File: src/rtl/acc_loader.sv
// ---------------------------------------------------------------------------
// acc_loader
//
// Register-mapped byte loader. A 32-bit word written to DATA is unpacked into
// four bytes, lane 0 first. One byte is written per cycle into the selected
// destination RAM bank, at a pointer that post-increments and wraps.
// An optional LIMIT stops the stream and raises a one-cycle done pulse.
//
// Optional feature (compile-time macro):
//   ACC_LOADER_BROADCAST_EN - when defined, CTRL[4]=1 writes every bank at
//                             once. When undefined, CTRL[4] is ignored and
//                             reads back as 0.
//
// Parameters:
//   NUM_BANKS - number of destination banks (1..16)
//   ADDR_W    - bank address width (below 32)
//   DATA_W    - byte lane width (8; four lanes per 32-bit word)
//
// Ports:
//   clk          - clock, everything on the rising edge
//   reset        - synchronous active-high reset
//   chipselect   - slave select
//   write, read  - access strobes
//   address[2:0] - 0 CTRL, 1 DATA, 2 BASE, 3 LIMIT, 4 STATUS
//   writedata    - register write data
//   readdata     - registered read data, valid the cycle after acceptance
//   waitrequest  - stall; an access is not taken while it is high
//   wren         - one-hot bank write enable (all ones in broadcast)
//   waddr        - bank write address
//   wdata        - bank write byte
//   done         - one-cycle pulse with the byte that reaches LIMIT
// ---------------------------------------------------------------------------
module acc_loader #(
    parameter int NUM_BANKS = 4,
    parameter int ADDR_W    = 10,
    parameter int DATA_W    = 8
) (
    input  logic                 clk,
    input  logic                 reset,
    input  logic                 chipselect,
    input  logic                 write,
    input  logic                 read,
    input  logic [2:0]           address,
    input  logic [31:0]          writedata,
    output logic [31:0]          readdata,
    output logic                 waitrequest,
    output logic [NUM_BANKS-1:0] wren,
    output logic [ADDR_W-1:0]    waddr,
    output logic [DATA_W-1:0]    wdata,
    output logic                 done
);

    localparam logic [2:0] ADDR_CTRL   = 3'd0;
    localparam logic [2:0] ADDR_DATA   = 3'd1;
    localparam logic [2:0] ADDR_BASE   = 3'd2;
    localparam logic [2:0] ADDR_LIMIT  = 3'd3;
    localparam logic [2:0] ADDR_STATUS = 3'd4;

    localparam logic [4:0] BANK_LIMIT  = 5'(NUM_BANKS);

    typedef enum logic [0:0] {
        S_IDLE   = 1'b0,
        S_UNPACK = 1'b1
    } state_t;

    state_t                r_state;
    state_t                w_stateNext;
    logic [1:0]            r_lane;
    logic [1:0]            w_laneNext;

    logic [31:0]           r_word;
    logic [ADDR_W-1:0]     r_ptr;
    logic [15:0]           r_count;
    logic [3:0]            r_ctrlBank;
    logic                  r_ctrlBcast;
    logic [ADDR_W-1:0]     r_base;
    logic [15:0]           r_limit;
    logic                  r_err;
    logic                  r_doneSticky;

    logic [31:0]           r_readdata;
    logic [NUM_BANKS-1:0]  r_wren;
    logic [ADDR_W-1:0]     r_waddr;
    logic [DATA_W-1:0]     r_wdata;
    logic                  r_done;

    logic                  w_stall;
    logic                  w_wrTake;
    logic                  w_rdTake;
    logic                  w_dataWr;
    logic                  w_ctrlWr;
    logic                  w_startWr;
    logic                  w_baseWr;
    logic                  w_limitWr;
    logic                  w_bankBad;
    logic                  w_emit;
    logic [15:0]           w_countInc;
    logic                  w_limitHit;
    logic                  w_dataOk;
    logic                  w_dataRej;
    logic                  w_busy;
    logic [NUM_BANKS-1:0]  w_bankMask;
    logic [31:0]           w_rdMux;

    // The bus is stalled during lanes 0..2 only. In lane 3 the next access is
    // taken, so a DATA write landing there continues the stream without a gap.
    assign w_busy      = (r_state == S_UNPACK);
    assign w_stall     = w_busy && (r_lane != 2'd3);
    assign waitrequest = ~reset & chipselect & (read | write) & w_stall;

    assign w_wrTake  = chipselect & write & ~w_stall;
    assign w_rdTake  = chipselect & read & ~w_stall;
    assign w_dataWr  = w_wrTake && (address == ADDR_DATA);
    assign w_ctrlWr  = w_wrTake && (address == ADDR_CTRL);
    assign w_startWr = w_ctrlWr && writedata[8];
    assign w_baseWr  = w_wrTake && (address == ADDR_BASE);
    assign w_limitWr = w_wrTake && (address == ADDR_LIMIT);

    // A byte leaves the unpacker on every UNPACK cycle. The limit is checked
    // against the count including this byte, so done lines up with it.
    assign w_bankBad  = ({1'b0, r_ctrlBank} >= BANK_LIMIT);
    assign w_emit     = w_busy;
    assign w_countInc = r_count + 16'd1;
    assign w_limitHit = w_emit && (r_limit != 16'd0) && (w_countInc == r_limit);

    // A DATA write that arrives in lane 3 while the limit is hit is taken
    // off the bus but discarded. It is flagged like any other refused word.
    assign w_dataOk  = w_dataWr && !r_doneSticky && !w_bankBad && !w_limitHit;
    assign w_dataRej = w_dataWr && !w_dataOk;

    // Bank enable pattern for the current CTRL setting; broadcast overrides
    // the one-hot select when it is compiled in.
    always_comb begin
        w_bankMask = NUM_BANKS'(1) << r_ctrlBank;
`ifdef ACC_LOADER_BROADCAST_EN
        if (r_ctrlBcast) begin
            w_bankMask = '1;
        end
`endif
    end

    // State register for the unpack FSM.
    always_ff @(posedge clk) begin
        if (reset) begin
            r_state <= S_IDLE;
            r_lane  <= 2'd0;
        end else begin
            r_state <= w_stateNext;
            r_lane  <= w_laneNext;
        end
    end

    // Next-state logic. Reaching the limit drops whatever lanes remain. Lane 3
    // either chains straight into a newly accepted word or falls back to IDLE.
    always_comb begin
        w_stateNext = r_state;
        w_laneNext  = r_lane;
        case (r_state)
            S_IDLE: begin
                if (w_dataOk) begin
                    w_stateNext = S_UNPACK;
                    w_laneNext  = 2'd0;
                end
            end
            S_UNPACK: begin
                if (w_limitHit) begin
                    w_stateNext = S_IDLE;
                    w_laneNext  = 2'd0;
                end else if (r_lane == 2'd3) begin
                    w_stateNext = w_dataOk ? S_UNPACK : S_IDLE;
                    w_laneNext  = 2'd0;
                end else begin
                    w_laneNext  = r_lane + 2'd1;
                end
            end
            default: begin
                w_stateNext = S_IDLE;
                w_laneNext  = 2'd0;
            end
        endcase
    end

    // Register file and write pointer. A start command takes priority over an
    // in-flight byte, so the pointer and count always restart cleanly.
    always_ff @(posedge clk) begin
        if (reset) begin
            r_word       <= '0;
            r_ptr        <= '0;
            r_count      <= '0;
            r_ctrlBank   <= '0;
            r_ctrlBcast  <= 1'b0;
            r_base       <= '0;
            r_limit      <= '0;
            r_err        <= 1'b0;
            r_doneSticky <= 1'b0;
        end else begin
            if (w_dataOk) begin
                r_word <= writedata;
            end

            if (w_ctrlWr) begin
                r_ctrlBank <= writedata[3:0];
`ifdef ACC_LOADER_BROADCAST_EN
                r_ctrlBcast <= writedata[4];
`else
                r_ctrlBcast <= 1'b0;
`endif
            end

            if (w_baseWr) begin
                r_base <= writedata[ADDR_W-1:0];
            end

            if (w_limitWr) begin
                r_limit <= writedata[15:0];
            end

            if (w_startWr) begin
                r_ptr <= r_base;
            end else if (w_baseWr && (r_state == S_IDLE)) begin
                r_ptr <= writedata[ADDR_W-1:0];
            end else if (w_emit) begin
                r_ptr <= r_ptr + ADDR_W'(1);
            end

            if (w_startWr) begin
                r_count <= '0;
            end else if (w_emit) begin
                r_count <= w_countInc;
            end

            if (w_startWr) begin
                r_doneSticky <= 1'b0;
            end else if (w_limitHit) begin
                r_doneSticky <= 1'b1;
            end

            if (w_startWr) begin
                r_err <= 1'b0;
            end else if (w_dataRej) begin
                r_err <= 1'b1;
            end
        end
    end

    // Bank write port. It is registered, so each byte appears the cycle after
    // its lane is selected, and the first byte one cycle after acceptance.
    always_ff @(posedge clk) begin
        if (reset) begin
            r_wren  <= '0;
            r_waddr <= '0;
            r_wdata <= '0;
            r_done  <= 1'b0;
        end else begin
            r_done <= w_limitHit;
            if (w_emit) begin
                r_wren  <= w_bankMask;
                r_waddr <= r_ptr;
                r_wdata <= r_word[{r_lane, 3'b000} +: DATA_W];
            end else begin
                r_wren  <= '0;
            end
        end
    end

    // Read mux. Reading never changes any state.
    always_comb begin
        w_rdMux = '0;
        case (address)
            ADDR_CTRL:   w_rdMux = {27'd0, r_ctrlBcast, r_ctrlBank};
            ADDR_DATA:   w_rdMux = r_word;
            ADDR_BASE:   w_rdMux[ADDR_W-1:0] = r_base;
            ADDR_LIMIT:  w_rdMux = {16'd0, r_limit};
            ADDR_STATUS: w_rdMux = {r_count, 13'd0, r_err, r_doneSticky, w_busy};
            default:     w_rdMux = '0;
        endcase
    end

    // Read data is captured on acceptance and held until the next read.
    always_ff @(posedge clk) begin
        if (reset) begin
            r_readdata <= '0;
        end else if (w_rdTake) begin
            r_readdata <= w_rdMux;
        end
    end

    assign readdata = r_readdata;
    assign wren     = r_wren;
    assign waddr    = r_waddr;
    assign wdata    = r_wdata;
    assign done     = r_done;

endmodule

File: config.mk
export PLATFORM = sky130hd
export DESIGN_NAME = acc_loader
export DESIGN_NICKNAME = d
export VERILOG_FILES = /design/src/rtl/acc_loader.sv
export SDC_FILE = /design/constraint.sdc
export NUM_CORES = 1
export LEC_CHECK = 0
export ABC_AREA = 1
export CAP_MARGIN = 30
export CORE_ASPECT_RATIO = 1.1
export CORE_UTILIZATION = 45
export CTS_CLUSTER_SIZE = 30
export DETAILED_ROUTE_END_ITERATION = 10
export PLACE_DENSITY = 0.71
export REMOVE_ABC_BUFFERS = 1
export SYNTH_ARGS = -nofsm -noshare
export SYNTH_HDL_FRONTEND = slang
export SYNTH_SLANG_ARGS = --single-unit
export TNS_END_PERCENT = 100
File: constraint.sdc
create_clock -name clk -period 2.6 [get_ports clk]
set_input_delay 0.78 -clock clk [delete_from_list [all_inputs] [get_ports clk]]
set_output_delay 0.78 -clock clk [all_outputs]
set_load 0.03 [all_outputs]
==> Word level (Yosys, flattened, before mapping) <==
Index checks and enable logic that the tools add are counted.
{ "totals": {"regBits": 148, "out_inout_bits": 56, "wordCells": 75} }
{ "classes": {"add_sub_neg": 3, "magnitude_cmp": 1, "eq_ne": 8, "n_shift": 2, "muxes": 13, "bitwise_logic": 11, "n_reduce_logical": 22} }
{ "ops": {"columns": ["cell", "n"], "rows": [
  ["case mux 22 bit (3 select lines)", 1],
  ["case mux 10 bit (5 select lines)", 1],
  ["variable part select 32 x 6 -> 8 bit", 1],
  ["2-to-1 mux 10 bit", 3],
  ["adder 16 x 1 -> 16 bit, second input constant", 1],
  ["== test 16 bit", 1],
  ["nonzero test 16 bit", 1],
  ["logical AND 1 bit", 13],
  ["adder 10 x 1 -> 10 bit, second input constant", 1],
  ["AND 1 bit", 7],
  ["== test 3 x 2 -> 1 bit, second input constant", 2],
  ["2-to-1 mux 2 bit", 3],
  [">= comparator 4 x 3 -> 1 bit, second input constant", 1],
  ["zero test 1 bit", 4],
  ["!= test 2 bit, second input constant", 2],
  ["case mux 2 bit (2 select lines)", 1],
  ["OR reduction 2 bit", 2],
  ["left shift 1 x 4 -> 4 bit, first input constant", 1],
  ["== test 3 x 1 -> 1 bit, second input constant", 1],
  ["== test 3 bit, second input constant", 1],
  ["zero test 3 bit", 1],
  ["2-to-1 mux 1 bit", 3],
  ["NOT 1 bit", 3],
  ["nonzero test 3 bit", 1],
  ["other kinds (4)", 4]
]} }

==> Longest topological paths before layout <==
Gate-level depths: netlist of run 1.
{ "logic_depth": {"ltp_word": 12, "ltp_mapped": 17} }

==> Worst setup path before layout of run 1 <==
Ideal clock, no wire load.
{ "synth_timing": {"path_kind": "input -> output", "from": "in reset", "to": "out waitrequest", "arrival_time_ns": 1.850, "required_ns": 1.820, "path_slack_ns": -0.030, "stages": 3, "n_path_buf": 2, "cell_sequence": "clkbuf_1 buf_2 nor3_1"} }
{ "synth_between": {"elab_chain_cells": 4} }
{ "synth_rtl": {"columns": ["element", "line_no", "text"], "rows": [
  ["start, declared", "39", "input logic reset,"],
  ["NOT 1 bit", "109", "assign waitrequest = ~reset & chipselect & (read | write) & w_stall;"],
  ["AND 1 bit (3 in series)", "109", null],
  ["end, declared", "46", "output logic waitrequest,"]
]} }
No other way between the ends.

==> Worst setup path in the final report of run 1 <==
{ "layout_timing": {"from": "in chipselect", "to": "out waitrequest"} }
{ "layout_between": {"elab_chain_cells": 3} }
{ "layout_rtl": {"columns": ["element", "line_no", "text"], "rows": [
  ["start, declared", "40", "input logic chipselect,"],
  ["AND 1 bit (3 in series)", "109", null]
]} }
No other way between the ends.

==> results of run 1 <==
[cell usage after synthesis, drive strengths merged, types with 2 or more instances]
cell,number
nor2,75
nand2,217
clkbuf,44
nand3,86
o22ai,16
a21oi,133
xnor3,2
buf,10
o211ai,18
o21ai,96
nand4,15
nor3,9
a211oi,5
and2,3
dfxtp,148
inv,105
o221ai,3
ha,3
or2,3
xor2,7
a31oi,2
a22oi,3
[power by group through the flow]
stage	Sequential [mW]	Clock [mW]	Combinational, mW
after floorplan	2.40	0	0.173
final	2.34	2.56	0.415
after detailed placement	2.39	0	0.406
after global placement	2.39	0	0.403
after global routing	2.34	2.68	0.451
after CTS	2.34	2.59	0.409
[timing repair]
action / 4_1_cts / 5_1_grt
hold buffers: 0 / 0
resized for setup: 0 / 5
endpoints found under the setup margin: 0 / 36
buffers inserted: 0 / 1
[worst max-delay path by stage]
stage | start | to | cells after the start
after floorplan | r_state$_SDFF_PP0_ | readdata[0]$_SDFFE_PP0P_ | 6
after global placement | address[1] | readdata[2]$_SDFFE_PP0P_ | 10
after detailed placement | address[1] | readdata[2]$_SDFFE_PP0P_ | 10
after CTS | chipselect | waitrequest | 4
after global routing | r_count[1]$_SDFFE_PP0P_ | r_word[23]$_SDFFE_PP0P_ | 15
final | chipselect | waitrequest | 4
[cell families after synthesis]
kind of cell,count (synthesis),share of synthesized area
simple gates,412,0.2552
compound gates,279,0.2136
fa+ha+maj,3,0.005328
xor+xnor,9,0.01509
buf+inv,159,0.09021
flops,148,0.4205
[per-layer routing]
layer	global-route usage	vias up	share of wire
met5	0	-	0
met3	0.05693	39	0.068
met1	0.3576	3334	0.43
met4	0.09945	0	0.025
li1	-	3585	-
met2	0.4568	279	0.47
[per-stage QoR]
stage          utilization  area (µm²)  std cells
2_1_floorplan            -        6804        956
6_report            0.5946        9021       1319
3_5_place_dp        0.5519        8373       1286
4_1_cts             0.5921        8984       1317
5_1_grt             0.5946        9021       1319
3_3_place_gp        0.5519        8373       1286
[cell type report]
class / instances / share of cell area
Clock buffer: 23 / 0.05409
Sequential cell: 148 / 0.3287
Tap cell: 196 / 0.02718
Inverter: 105 / 0.04369
Timing Repair Buffer: 135 / 0.1476
Clock inverter: 8 / 0.01359
Multi-Input combinational cell: 704 / 0.3852
[registers in the layout (all words and copies together), names as in the netlist, 8 cells and up]
name / flops
r_word: 32
readdata: 32
r_count: 16
r_limit: 16
r_base: 10
r_ptr: 10
waddr: 10
wdata: 8
==> impl_metrics.py, run 1 <==
metrics = {
    "outcome": {
        "outcome": "completed",
    },
    "pwr": {
        "seqPwrFrac": 0.440,
        "finalPower_mw": 5.312,
        "p_clk_frac": 0.482,
        "p_sw_mw": 1.230,
        "swShare": 0.2316,
        "leakage_nw": 3.371,
        "internal-power_mw": 4.082,
        "powerDensity_mw_per_mm2": 588.8,
        "power_frac_comb": 0.078,
        "ir_worst_vdd_v": 0.0004438,
    },
    "worst_setup_path": {
        "cp_cell_sequence": "clkdlybuf4s50_1, o21ai_0, nor3_1, buf_4",
        "crit_path_max_incr_delay_ps": 510,
        "critPathKind": "input pin to output pin",
        "critPathBufInv": 2,
        "worst-endpoint-required_ps": 1820,
        "slowest_stage": "clkdlybuf4s50_1",
        "critPathMaxFanout": 3,
        "arrival_ps": 1730,
        "r2r_slack_ps": 170,
        "reg2reg_to": "r_word[23]$_SDFFE_PP0P_",
        "r2r_cells": 11,
        "path_delay_family": "buffers and inverters",
        "r2r-start": "r_count[2]$_SDFFE_PP0P_",
        "end_kind": "output pin",
        "worstSetupStartpointType": "input pin",
    },
    "grt": {
        "grt_pass1_vias": 6658,
        "grt_usage": 0.2777,
        "grt_overflow": 0,
        "grt_max_degree": 58,
        "antenna_found_initial": 1,
        "grt_pass1_wl_mm": 34.56,
    },
    "sta": {
        "drv_slew": 0,
        "worst_slack_ps": 92.23,
        "tns_ps": 0,
        "worst_pin_slew_ps": 538.3,
        "rsz0062_at_grt": "false",
        "fin_hold_ws_ps": 455.1,
        "finalHoldViolations": 0,
        "relSlewSlack": 0.6411,
        "fin_skew_ps": 8.594,
        "post-route-period-util": 0.9645,
        "timing.final.crit_period_ps": 2508,
        "final-setup-viol-count": 0,
        "fmax_mhz": 398.8,
    },
    "hold_path": {
        "hold_end": "wren[2]$_SDFF_PP0_",
        "min_path_type": "register to register",
        "min_from": "r_ctrlBank[0]$_SDFFE_PP0P_",
        "hold_depth": 1,
    },
    "synth": {
        "synth-async-reset-ratio": 0,
        "synth_top_flop_cell": "dfxtp_1",
        "ys_ff_latch": 148,
        "yosys.area.top_type": "dfxtp_1",
        "synth_area_mm2": 0.007046,
        "synthCells": 1010,
        "synth_warnings": 0,
        "ys_types": 38,
        "synth_edf_count": 0,
        "yosys-top-cells-area": "dfxtp_1 (42%), nand2_1 (11%), a21oi_1 (9.4%), o21ai_0 (6.7%), nand3_1 (6.0%)",
        "ys_seq_area_frac": 0.4205,
        "synth_top_area_frac": 0.4205,
        "avgSynthCellArea_um2": 6.976,
    },
    "clocking": {
        "cts.sinks": 148,
        "clkTransAtPathRegs_ps": 60,
        "worstSkewPairLatency_ps": 420,
        "cts_tree": "built",
        "cts_buffers": 17,
        "h-tree-depth": 4,
        "clock_tree.buffer_depth": 2,
        "cts_root_buf": "clkbuf_16",
    },
    "route": {
        "wl_mm": 22.04,
        "drtAntennaViolNets": 0,
        "wl_per_cell_um": 16.71,
        "vias": 7237,
        "drt-initial-drc-count": 771,
        "drt_first_pass_iters": 5,
        "via_per_inst": 5.487,
        "drc": 0,
    },
    "placed_design": {
        "portBuffers": 95,
        "place_congestion": 0.9133,
        "dp_hpwl_mm": 16.00,
        "place_worst_setup_slack_ps": 5.180,
    },
    "layout": {
        "area_growth_pct": 28.04,
        "ff_latch_area_mm2": 0.002965,
        "drive_gt1_frac": 0.08459,
        "final_common_cell": "nand2_1",
        "nNetsFinal": 1154,
        "multi_input_area_mm2": 0.003475,
        "nFillCells": 1422,
        "antennaDiodeCount": 0,
        "final_cell_mix": "nand2_1 (215), dfxtp_1 (146), a21oi_1 (133), inv_1 (101), o21ai_0 (94)",
    },
    "die": {
        "die-width_um": 121.3,
        "rows": 47,
        "ioPinCount": 96,
        "die_area_mm2": 0.01616,
        "core_area_mm2": 0.01517,
        "die_h_um": 133.2,
        "start_util": 0.4644,
    },
    "run": {
        "maxCapViolCount": 0,
    },
}
Power figures use the tool's default switching activity.
==> run 2, diff against run 1 <==
- CORE_ASPECT_RATIO: 1.1 -> 0.5
==> impl_metrics.py, run 2 (synthesis gave the netlist of run 1 again) <==
metrics = {
    "pwr": {
        "ir_worst_vdd_v": 0.0004440,
        "powerDensity_mw_per_mm2": 569.4,
        "finalPower_mw": 5.106,
        "leakage_nw": 3.357,
    },
    "sta": {
        "finalHoldViolations": 0,
        "relSlewSlack": 0.6968,
        "fin_hold_ws_ps": 446.2,
        "worst_pin_slew_ps": 454.4,
        "drv_slew": 0,
        "tns_ps": 0,
        "timing.final.crit_period_ps": 2503,
        "post-route-period-util": 0.9626,
        "final-setup-viol-count": 0,
        "fmax_mhz": 399.5,
        "worst_slack_ps": 97.16,
        "rsz0062_at_grt": "false",
        "fin_skew_ps": 10.48,
    },
    "worst_setup_path": {
        "r2r_slack_ps": 170,
        "reg2reg_to": "r_word[0]$_SDFFE_PP0P_",
        "arrival_ps": 1720,
        "crit_path_end": "waitrequest",
        "critPathKind": "input pin to output pin",
        "worst-endpoint-required_ps": 1820,
        "r2r_cells": 14,
        "r2r-start": "r_count[1]$_SDFFE_PP0P_",
        "critPathMaxFanout": 3,
        "worstSetupStartpointType": "input pin",
        "end_kind": "output pin",
        "startpoint": "chipselect",
    },
    "placed_design": {
        "place_congestion": 0.9030,
        "placed_cell_area_mm2": 0.008378,
        "portBuffers": 95,
        "post-place-cells": 1295,
        "dp_hpwl_mm": 16.64,
        "place_worst_setup_slack_ps": -62.39,
    },
    "route": {
        "drtAntennaViolNets": 0,
        "drt-initial-drc-count": 767,
        "drt_first_pass_iters": 7,
        "wl_per_cell_um": 17.22,
        "wl_mm": 22.88,
        "vias": 7426,
        "drc": 0,
        "via_per_inst": 5.588,
    },
    "grt": {
        "grt_max_degree": 45,
        "grt_overflow": 0,
        "grt_pass1_vias": 6699,
        "grt_pass1_wl_mm": 36.24,
        "grt_usage": 0.2895,
        "antenna_found_initial": 0,
    },
    "hold_path": {
        "hold_depth": 1,
        "min_path_type": "register to register",
    },
    "clocking": {
        "worstSkewPairLatency_ps": 420,
        "cts_root_buf": "clkbuf_16",
        "cts_buffers": 17,
        "cts_tree": "built",
        "h-tree-depth": 4,
        "cts.sinks": 148,
        "clkTransAtPathRegs_ps": 70,
        "clock_tree.buffer_depth": 2,
    },
    "layout": {
        "final_cell_mix": "nand2_1 (215), dfxtp_1 (147), a21oi_1 (133), inv_1 (101), o21ai_0 (94)",
        "final_common_cell": "nand2_1",
        "nFillCells": 1391,
        "fin_util": 0.6036,
        "ff_latch_area_mm2": 0.002964,
        "area_growth_pct": 27.28,
        "fin_area_mm2": 0.008967,
        "antennaDiodeCount": 0,
        "multi_input_area_mm2": 0.003461,
        "drive_gt1_frac": 0.09019,
        "stdcell_count": 1329,
        "nNetsFinal": 1161,
    },
    "die": {
        "rows": 31,
        "core_area_mm2": 0.01486,
        "ioPinCount": 96,
        "die-width_um": 179.0,
        "die_h_um": 90.48,
        "die_area_mm2": 0.01619,
        "start_util": 0.4743,
    },
    "run": {
        "maxCapViolCount": 0,
    },
    "outcome": {
        "outcome": "completed",
    },
}
run 2: cell count changes in the layout (fill, tap and decap cells not counted), sizes merged:
cell      previous run  this run
clkbuf              23        19
clkinvlp             0         3
bufinv               3         0
inv                106       111
nand2              218       217
buf                 42        50
run 2: repair_timing:
action | 4_1_cts | 5_1_grt
hold buffers | 0 | 0
endpoints found under the setup margin | 0 | 37
setup buffers | 0 | 2
hold endpoints to repair | 0 | 0
gates resized for setup | 0 | 4
run 2: layer usage:
layer | up-vias | part of all wire | global-route usage
li1 | 3596 | - | -
met1 | 3470 | 0.45 | 0.4204
met5 | - | 0 | 0
met2 | 331 | 0.43 | 0.4273
met4 | 0 | 0.020 | 0.08828
met3 | 29 | 0.098 | 0.05640
run 2: worst min-delay path by stage:
stage	from	slack, ps	endpoint
2_1_floorplan	r_ctrlBank[0]$_SDFFE_PP0P_	420	wren[0]$_SDFF_PP0_
3_3_place_gp	r_ctrlBank[0]$_SDFFE_PP0P_	430	wren[2]$_SDFF_PP0_
3_5_place_dp	r_ctrlBank[0]$_SDFFE_PP0P_	440	wren[2]$_SDFF_PP0_
4_1_cts	r_ctrlBank[0]$_SDFFE_PP0P_	450	wren[2]$_SDFF_PP0_
5_1_grt	r_ctrlBank[0]$_SDFFE_PP0P_	460	wren[2]$_SDFF_PP0_
6_report	r_ctrlBank[0]$_SDFFE_PP0P_	450	wren[0]$_SDFF_PP0_
run 2: report_power, final:
part           leakage, nW  internal (mW)  total [mW]  switching (mW)
clock network        0.263           1.27        2.34            1.07
registers             1.20           2.30        2.34          0.0313
logic                 1.90          0.169       0.430           0.261
run 2: final cells by class:
type / instances / area share
Multi-Input combinational cell: 703 / 0.3859
Sequential cell: 148 / 0.3305
Timing Repair Buffer: 143 / 0.1500
Clock buffer: 19 / 0.04939
Inverter: 105 / 0.04395
Tap cell: 198 / 0.02763
Clock inverter: 13 / 0.01256
run 2: critical path, stage by stage:
cell,delay [ps]
clkdlybuf4s50_1,510
o21ai_0,100
nor3_1,140
buf_4,190
